$ cat src/rtl/mem_ctrl_pkg.sv
// rtl/mem_ctrl_pkg.sv - shared states, length codes and helpers for the byte-serial memory controller
package mem_ctrl_pkg;

    typedef enum logic [1:0] {
        ST_IDLE = 2'd0,
        ST_BUSY = 2'd1,
        ST_DONE = 2'd2
    } state_t;

    typedef enum logic {
        OWN_IF  = 1'b0,
        OWN_MEM = 1'b1
    } owner_t;

    localparam logic [1:0] LEN_BYTE = 2'b00;
    localparam logic [1:0] LEN_HALF = 2'b01;
    localparam logic [1:0] LEN_WORD = 2'b11;

    localparam logic ENABLE  = 1'b1;
    localparam logic DISABLE = 1'b0;

    // Code 2'b10 falls into the word case on purpose.
    function automatic logic [2:0] byte_count(input logic [1:0] len);
        case (len)
            LEN_BYTE: return 3'd1;
            LEN_HALF: return 3'd2;
            default:  return 3'd4;
        endcase
    endfunction

    function automatic logic [31:0] len_mask(input logic [1:0] len);
        case (len)
            LEN_BYTE: return 32'h0000_00FF;
            LEN_HALF: return 32'h0000_FFFF;
            default:  return 32'hFFFF_FFFF;
        endcase
    endfunction

endpackage

$ cat src/rtl/mem_byte_pack.sv
// rtl/mem_byte_pack.sv - assembles RAM read bytes into a little-endian word, zero-extended by length
module mem_byte_pack
    import mem_ctrl_pkg::*;
(
    input  logic        clk,
    input  logic        rst,
    input  logic        clr,
    input  logic        cap_en,
    input  logic [1:0]  lane,
    input  logic [7:0]  din,
    input  logic [1:0]  len,
    output logic [31:0] data_next
);

    logic [31:0] lanes_q;
    logic [31:0] lanes_ins;

    always_comb begin
        lanes_ins = lanes_q;
        lanes_ins[{lane, 3'b000} +: 8] = din;
    end

    // Includes the byte being captured this cycle so the final lane is visible at completion.
    assign data_next = (cap_en ? lanes_ins : lanes_q) & len_mask(len);

    always_ff @(posedge clk) begin
        if (!rst) begin
            lanes_q <= 32'h0;
        end else if (clr) begin
            lanes_q <= 32'h0;
        end else if (cap_en) begin
            lanes_q <= lanes_ins;
        end
    end

endmodule

$ cat src/rtl/mem_ctrl.sv
// rtl/mem_ctrl.sv - arbitrates IF and MEM requests onto a single byte-wide synchronous RAM port
module mem_ctrl
    import mem_ctrl_pkg::*;
(
    input  logic        clk,
    input  logic        rst,
    input  logic        rdy,
    input  logic        if_req,
    input  logic [31:0] if_addr,
    output logic        if_done,
    output logic [31:0] if_inst,
    input  logic        mem_req,
    input  logic        mem_we,
    input  logic [1:0]  mem_len,
    input  logic [31:0] mem_addr,
    input  logic [31:0] mem_wdata,
    output logic        mem_done,
    output logic [31:0] mem_rdata,
    output logic [31:0] ram_addr_o,
    output logic        ram_wr_o,
    output logic [7:0]  ram_dout_o,
    input  logic [7:0]  ram_din_i
);

    state_t      state, state_nxt;
    owner_t      owner;
    logic [2:0]  cnt;
    logic [2:0]  nbytes;
    logic        we_q;
    logic [1:0]  len_q;
    logic [31:0] wdata_q;
    logic        rdy_q;
    logic [7:0]  din_hold;
    logic [7:0]  din_sel;
    logic        last_busy;
    logic        grant;
    logic        cap_en;
    logic [31:0] data_next;

    assign nbytes    = byte_count(len_q);
    assign last_busy = (state == ST_BUSY) && (we_q ? (cnt == nbytes - 3'd1) : (cnt == nbytes));
    assign grant     = (state == ST_IDLE) && (if_req || mem_req);
    assign cap_en    = rdy && (state == ST_BUSY) && !we_q && (cnt != 3'd0);

    // The RAM keeps reading the held address during a stall, so the byte due at the
    // first frozen edge is parked and replayed on resume.
    assign din_sel = rdy_q ? ram_din_i : din_hold;

    mem_byte_pack u_pack (
        .clk       (clk),
        .rst       (rst),
        .clr       (rdy && grant),
        .cap_en    (cap_en),
        .lane      (cnt[1:0] - 2'd1),
        .din       (din_sel),
        .len       (len_q),
        .data_next (data_next)
    );

    always_comb begin
        state_nxt  = state;
        if_done    = DISABLE;
        mem_done   = DISABLE;
        ram_wr_o   = DISABLE;
        ram_dout_o = 8'h00;
        case (state)
            ST_IDLE: if (grant) state_nxt = ST_BUSY;
            ST_BUSY: if (last_busy) state_nxt = ST_DONE;
            ST_DONE: state_nxt = ST_IDLE;
            default: state_nxt = ST_IDLE;
        endcase
        if (state == ST_BUSY && we_q) begin
            ram_dout_o = wdata_q[{cnt[1:0], 3'b000} +: 8];
            ram_wr_o   = rdy;
        end
        if (state == ST_DONE && rdy) begin
            if (owner == OWN_IF) if_done  = ENABLE;
            else                 mem_done = ENABLE;
        end
    end

    always_ff @(posedge clk) begin
        if (!rst) begin
            state      <= ST_IDLE;
            cnt        <= 3'd0;
            owner      <= OWN_IF;
            we_q       <= DISABLE;
            len_q      <= LEN_WORD;
            wdata_q    <= 32'h0;
            ram_addr_o <= 32'h0;
            if_inst    <= 32'h0;
            mem_rdata  <= 32'h0;
            rdy_q      <= ENABLE;
            din_hold   <= 8'h00;
        end else begin
            rdy_q <= rdy;
            if (!rdy && rdy_q) din_hold <= ram_din_i;
            if (rdy) begin
                state <= state_nxt;
                case (state)
                    ST_IDLE: begin
                        cnt <= 3'd0;
                        if (mem_req) begin
                            owner      <= OWN_MEM;
                            we_q       <= mem_we;
                            len_q      <= mem_len;
                            wdata_q    <= mem_wdata;
                            ram_addr_o <= mem_addr;
                        end else if (if_req) begin
                            owner      <= OWN_IF;
                            we_q       <= DISABLE;
                            len_q      <= LEN_WORD;
                            ram_addr_o <= if_addr;
                        end
                    end
                    ST_BUSY: begin
                        cnt <= cnt + 3'd1;
                        if (cnt + 3'd1 < nbytes) ram_addr_o <= ram_addr_o + 32'd1;
                        if (last_busy && !we_q) begin
                            if (owner == OWN_IF) if_inst   <= data_next;
                            else                 mem_rdata <= data_next;
                        end
                    end
                    default: cnt <= 3'd0;
                endcase
            end
        end
    end

endmodule

$ cat config.mk
export PLATFORM = sky130hd
export DESIGN_NAME = mem_ctrl
export DESIGN_NICKNAME = d
export VERILOG_FILES = /design/src/rtl/mem_ctrl_pkg.sv /design/src/rtl/mem_byte_pack.sv /design/src/rtl/mem_ctrl.sv
export SDC_FILE = /design/constraint.sdc
export NUM_CORES = 1
export LEC_CHECK = 0
export ABC_AREA = 1
export BUFFER_PORTS_ARGS = -buffer_cell sky130_fd_sc_hd__buf_2
export CAP_MARGIN = 20
export CORE_MARGIN = 4
export CORE_UTILIZATION = 40
export DETAILED_ROUTE_END_ITERATION = 8
export GPL_TIMING_DRIVEN = 0
export PLACE_DENSITY = 0.72
export SKIP_LAST_GASP = 1
export SYNTH_ARGS = -nofsm -noshare
export SYNTH_HDL_FRONTEND = slang
export SYNTH_SLANG_ARGS = --single-unit
$ cat constraint.sdc
create_clock -name clk -period 2.7 [get_ports clk]
set_input_delay 0.54 -clock clk [delete_from_list [all_inputs] [get_ports clk]]
set_output_delay 0.54 -clock clk [all_outputs]
set_load 0.02 [all_outputs]
==> summary.md <==
| Metric | Value |
|---|---|
| Clk_lat worst skew | 0.44 ns |
| Filler Cells Inserted | 2366 |
| Initial core utilization | 0.408 |
| Fin. max-slew vios | 0 |
| Most common library cells after synthesis | nor2_1 (408), nand2_1 (384), dfxtp_1 (178), inv_1 (142), o21ai_0 (118) |
| Antenna-violating nets left | 0 |
| DRT iter0 DRCs | 647 |
| Ranking of synthesized cells by area | dfxtp_1 (38%), nor2_1 (16%), nand2_1 (16%), o21ai_0 (6.4%), inv_1 (5.7%) |
| Kind of end point of the critical path | output pin |
| Capture instance of the worst register-to-register path | ram_addr_o[28] |
| Post-synthesis cell type with the largest combined area | dfxtp_1 |
| Setup repair bufs after CTS | 0 |
| CTS buffer count | 17 |
| Total DRC errors in the routed layout | 0 |
| Crit-path slowest cell | dfxtp_2 |
| Number of cell rows | 55 |
| Max IR drop VDD | 0.000323 V |
| Seq cells post-synth | 178 |
| Clock tree buffer depth | 2 |
| Synth Warn # | 0 |
| Number of detailed-route iterations in the first pass | 5 |
| CTS tree | built |
| Max Fclk | 391 MHz |
| PD cells | 550 nW/um^2 |
| Beginning of the worst register-to-register path | cnt[0] |
| Sequential area share after synthesis | 0.383 |
| H-tree levels | 4 |
| Bufs and invs on worst path | 4 |
| Routed vias | 10100 |
| Post-synth net total | 1634 |
| Clock period minus worst slack | 2.56 ns |
| Worst r2r path cells | 11 |
| Normalized max-slew margin | 0.585 |
| Category of the most critical setup path | flop to output pin |
| Number of enable-type register cells in the synthesized netlist | 0 |
| Global-route wire length before repair | 49.6 mm |
| Total die area | 25700 sq um |
| Worst slew pin tran | 0.623 ns |
| RSZ-0062 raised after global routing | true |
| Hold endpoint | wdata_q[15] |
| Number of top-level pins | 219 |
| Total leakage power | 5.62 nW |
| Cell depth of the worst min-delay path | 3 |
| Core Footprint | 22800 sq um |
| CP arrival | 2.02 ns |
| Max Fanout on Critical Path | 11 |
| Vias per cell | 4.87 |
| Critical Path Source Type | flop |
| Final worst path period share | 0.947 |
| Count of distinct cell types in the synthesized netlist | 35 |
| Residual overflow from global routing | 0 |
| Wirelength per Cell | 15.0 microns |
| Worst endpoint required time | 2.16 ns |
| R2r setup slk | 0.16 ns |
| Post-DP HPWL | 23.9 mm |
| Share of layout cells above drive strength 1 | 0.182 |
| Antenna cell count | 0 |
| Count of maximum capacitance violations | 0 |
| Result of the run | finished clean |
| Via count of the first global-routing pass | 9584 |
| Leading cell type by number of instances after synthesis | nor2_1 |
| Cell breakdown of the critical path | inv_1 -> buf_2 -> buf_2 -> o21ai_0 -> a21oi_1 -> buf_2 |
| Crit path top cell by count | buf_2 |
| Count of input and output buffers | 216 |
| Kind of cell adding the most delay to the critical path | buffers and inverters |
| Initial antenna violation count | 3 |
| Area growth syn-to-layout | 22.6% |
| Worst Hold Class | primary input to flop |
| Final setup violation count | 0 |
| Largest net degree at the start of global routing | 19 |
| Count of mapped cells out of synthesis | 1514 |
| Sum of routed wire length over all layers | 31.1 mm |
| Mean cell area of the mapped netlist | 6.14 sq um |
| Origin of the worst min-delay path | mem_wdata[15] |
| Clock edge transition at the registers on the reported setup and hold paths | 0.07 ns |
| CP peak stage delay | 0.36 ns |
| Worst hold slack | 0.325 ns |
| Final Wtd Congestion | 0.951 |
| Global-route usage over all layers | 0.238 |
| Main synth FF type | dfxtp_1 |
| Root buffer cell | clkbuf_16 |
| Layout Skew | 0.0178 ns |
| Final hold violation count | 0 |
| Yosys top cell area share | 0.383 |
| Share of synthesized registers carrying an async set or reset | 0 |
| Die width | 160 microns |
| Vertical extent of the die | 160 microns |
| Clock sinks | 178 |
| Power after layout | 6.27 mW |
| Synth Cell Area | 9290 sq um |
| Nets | 1868 |
kinds of logic after synthesis:
logic type | Yosys count | synth area share
flip-flops | 178 | 0.383
AO/OA/AOI/OAI | 230 | 0.130
buffers and inverters | 219 | 0.0944
adder cells (fa/ha/maj) | 8 | 0.0108
AND/OR/NAND/NOR | 876 | 0.378
XOR/XNOR | 3 | 0.00283
how the worst max path moves through the flow:
| stage | startpoint | endpoint | slack, ns | depth (start not counted) |
|---|---|---|---|---|
| finish | cnt[0] | ram_dout_o[0] | 0.14 | 6 |
| global route | cnt[0] | ram_dout_o[6] | -0.005 | 7 |
| CTS | cnt[0] | if_inst[30] | -0.01 | 11 |
| detailed placement | cnt[0] | ram_addr_o[28] | -0.25 | 11 |
| global placement | cnt[0] | ram_addr_o[28] | -0.20 | 11 |
| floorplan | cnt[0] | ram_addr_o[20] | 0.57 | 11 |
per-stage QoR:
stage               area, sq um  utilization  TNS (ns)  worst slack, ns  instances
global placement          10800        0.473     -4.27           -0.204       2043
global route              11400        0.500  -0.00472         -0.00472       2074
floorplan                  9290            -         0            0.571       1514
CTS                       11300        0.498   -0.0198          -0.0117       2074
finish                    11400        0.500         0            0.144       2074
detailed placement        10800        0.473     -8.92           -0.252       2043
cells in the final DEF, fill, tap and decap left out, drive strengths merged, types with 4 or more instances in the layout:
master / instances
inv: 156
ha: 8
clkinv: 5
clkbuf: 53
dfxtp: 178
nand3b: 9
a21oi: 85
a211oi: 6
nand2: 390
nand3: 50
or2: 8
o211ai: 7
nor2: 413
buf: 248
o22ai: 4
nand4: 4
o21ai: 122
clkinvlp: 4
area by class of cell:
| type | count | area, sq um | share of cell area |
|---|---|---|---|
| multi-input combinational | 1117 | 4900 | 0.430 |
| sequential | 178 | 3560 | 0.313 |
| timing repair buffer | 216 | 1080 | 0.0949 |
| inverter | 150 | 567 | 0.0497 |
| clock buffer | 17 | 425 | 0.0373 |
| tap | 313 | 392 | 0.0344 |
| buffer | 68 | 319 | 0.0280 |
| clock inverter | 15 | 143 | 0.0125 |
power by group:
| group | total [mW] | internal, mW | switching (mW) | leakage, nW |
|---|---|---|---|---|
| sequential | 2.86 | 2.74 | 0.123 | 1.45 |
| clock | 2.42 | 1.22 | 1.19 | 0.272 |
| combinational | 0.992 | 0.327 | 0.666 | 3.90 |
registers in the layout, summed over array words and instances (netlist names):
signal	cells
if_inst	32
mem_rdata	32
ram_addr_o	32
u_pack.lanes_q	32
wdata_q	32
din_hold	8
cnt	3
len_q	2
state	2
owner	1
rdy_q	1
we_q	1
per-layer routing:
| metal | wire, microns | track usage | vias to the layer above |
|---|---|---|---|
| li1 | - | - | 5191 |
| met1 | 14100 | 0.319 | 4530 |
| met2 | 14300 | 0.384 | 326 |
| met3 | 2020 | 0.0472 | 51 |
| met4 | 735 | 0.0810 | 6 |
| met5 | 28 | 0 | - |
what timing repair did:
| item | in CTS | in global routing |
|---|---|---|
| pin swaps | 0 | 1 |
| hold buffers | 0 | 0 |
| gates resized for setup | 7 | 14 |
| endpoints found under the setup margin | 99 | 109 |
| endpoints found under the hold margin | 0 | 0 |
worst min-delay path, stage by stage:
cell	delay, ns
buf_2	0.08
nor2_1	0.03
nor2_1	0.08
(Power assumes the default switching activity.)
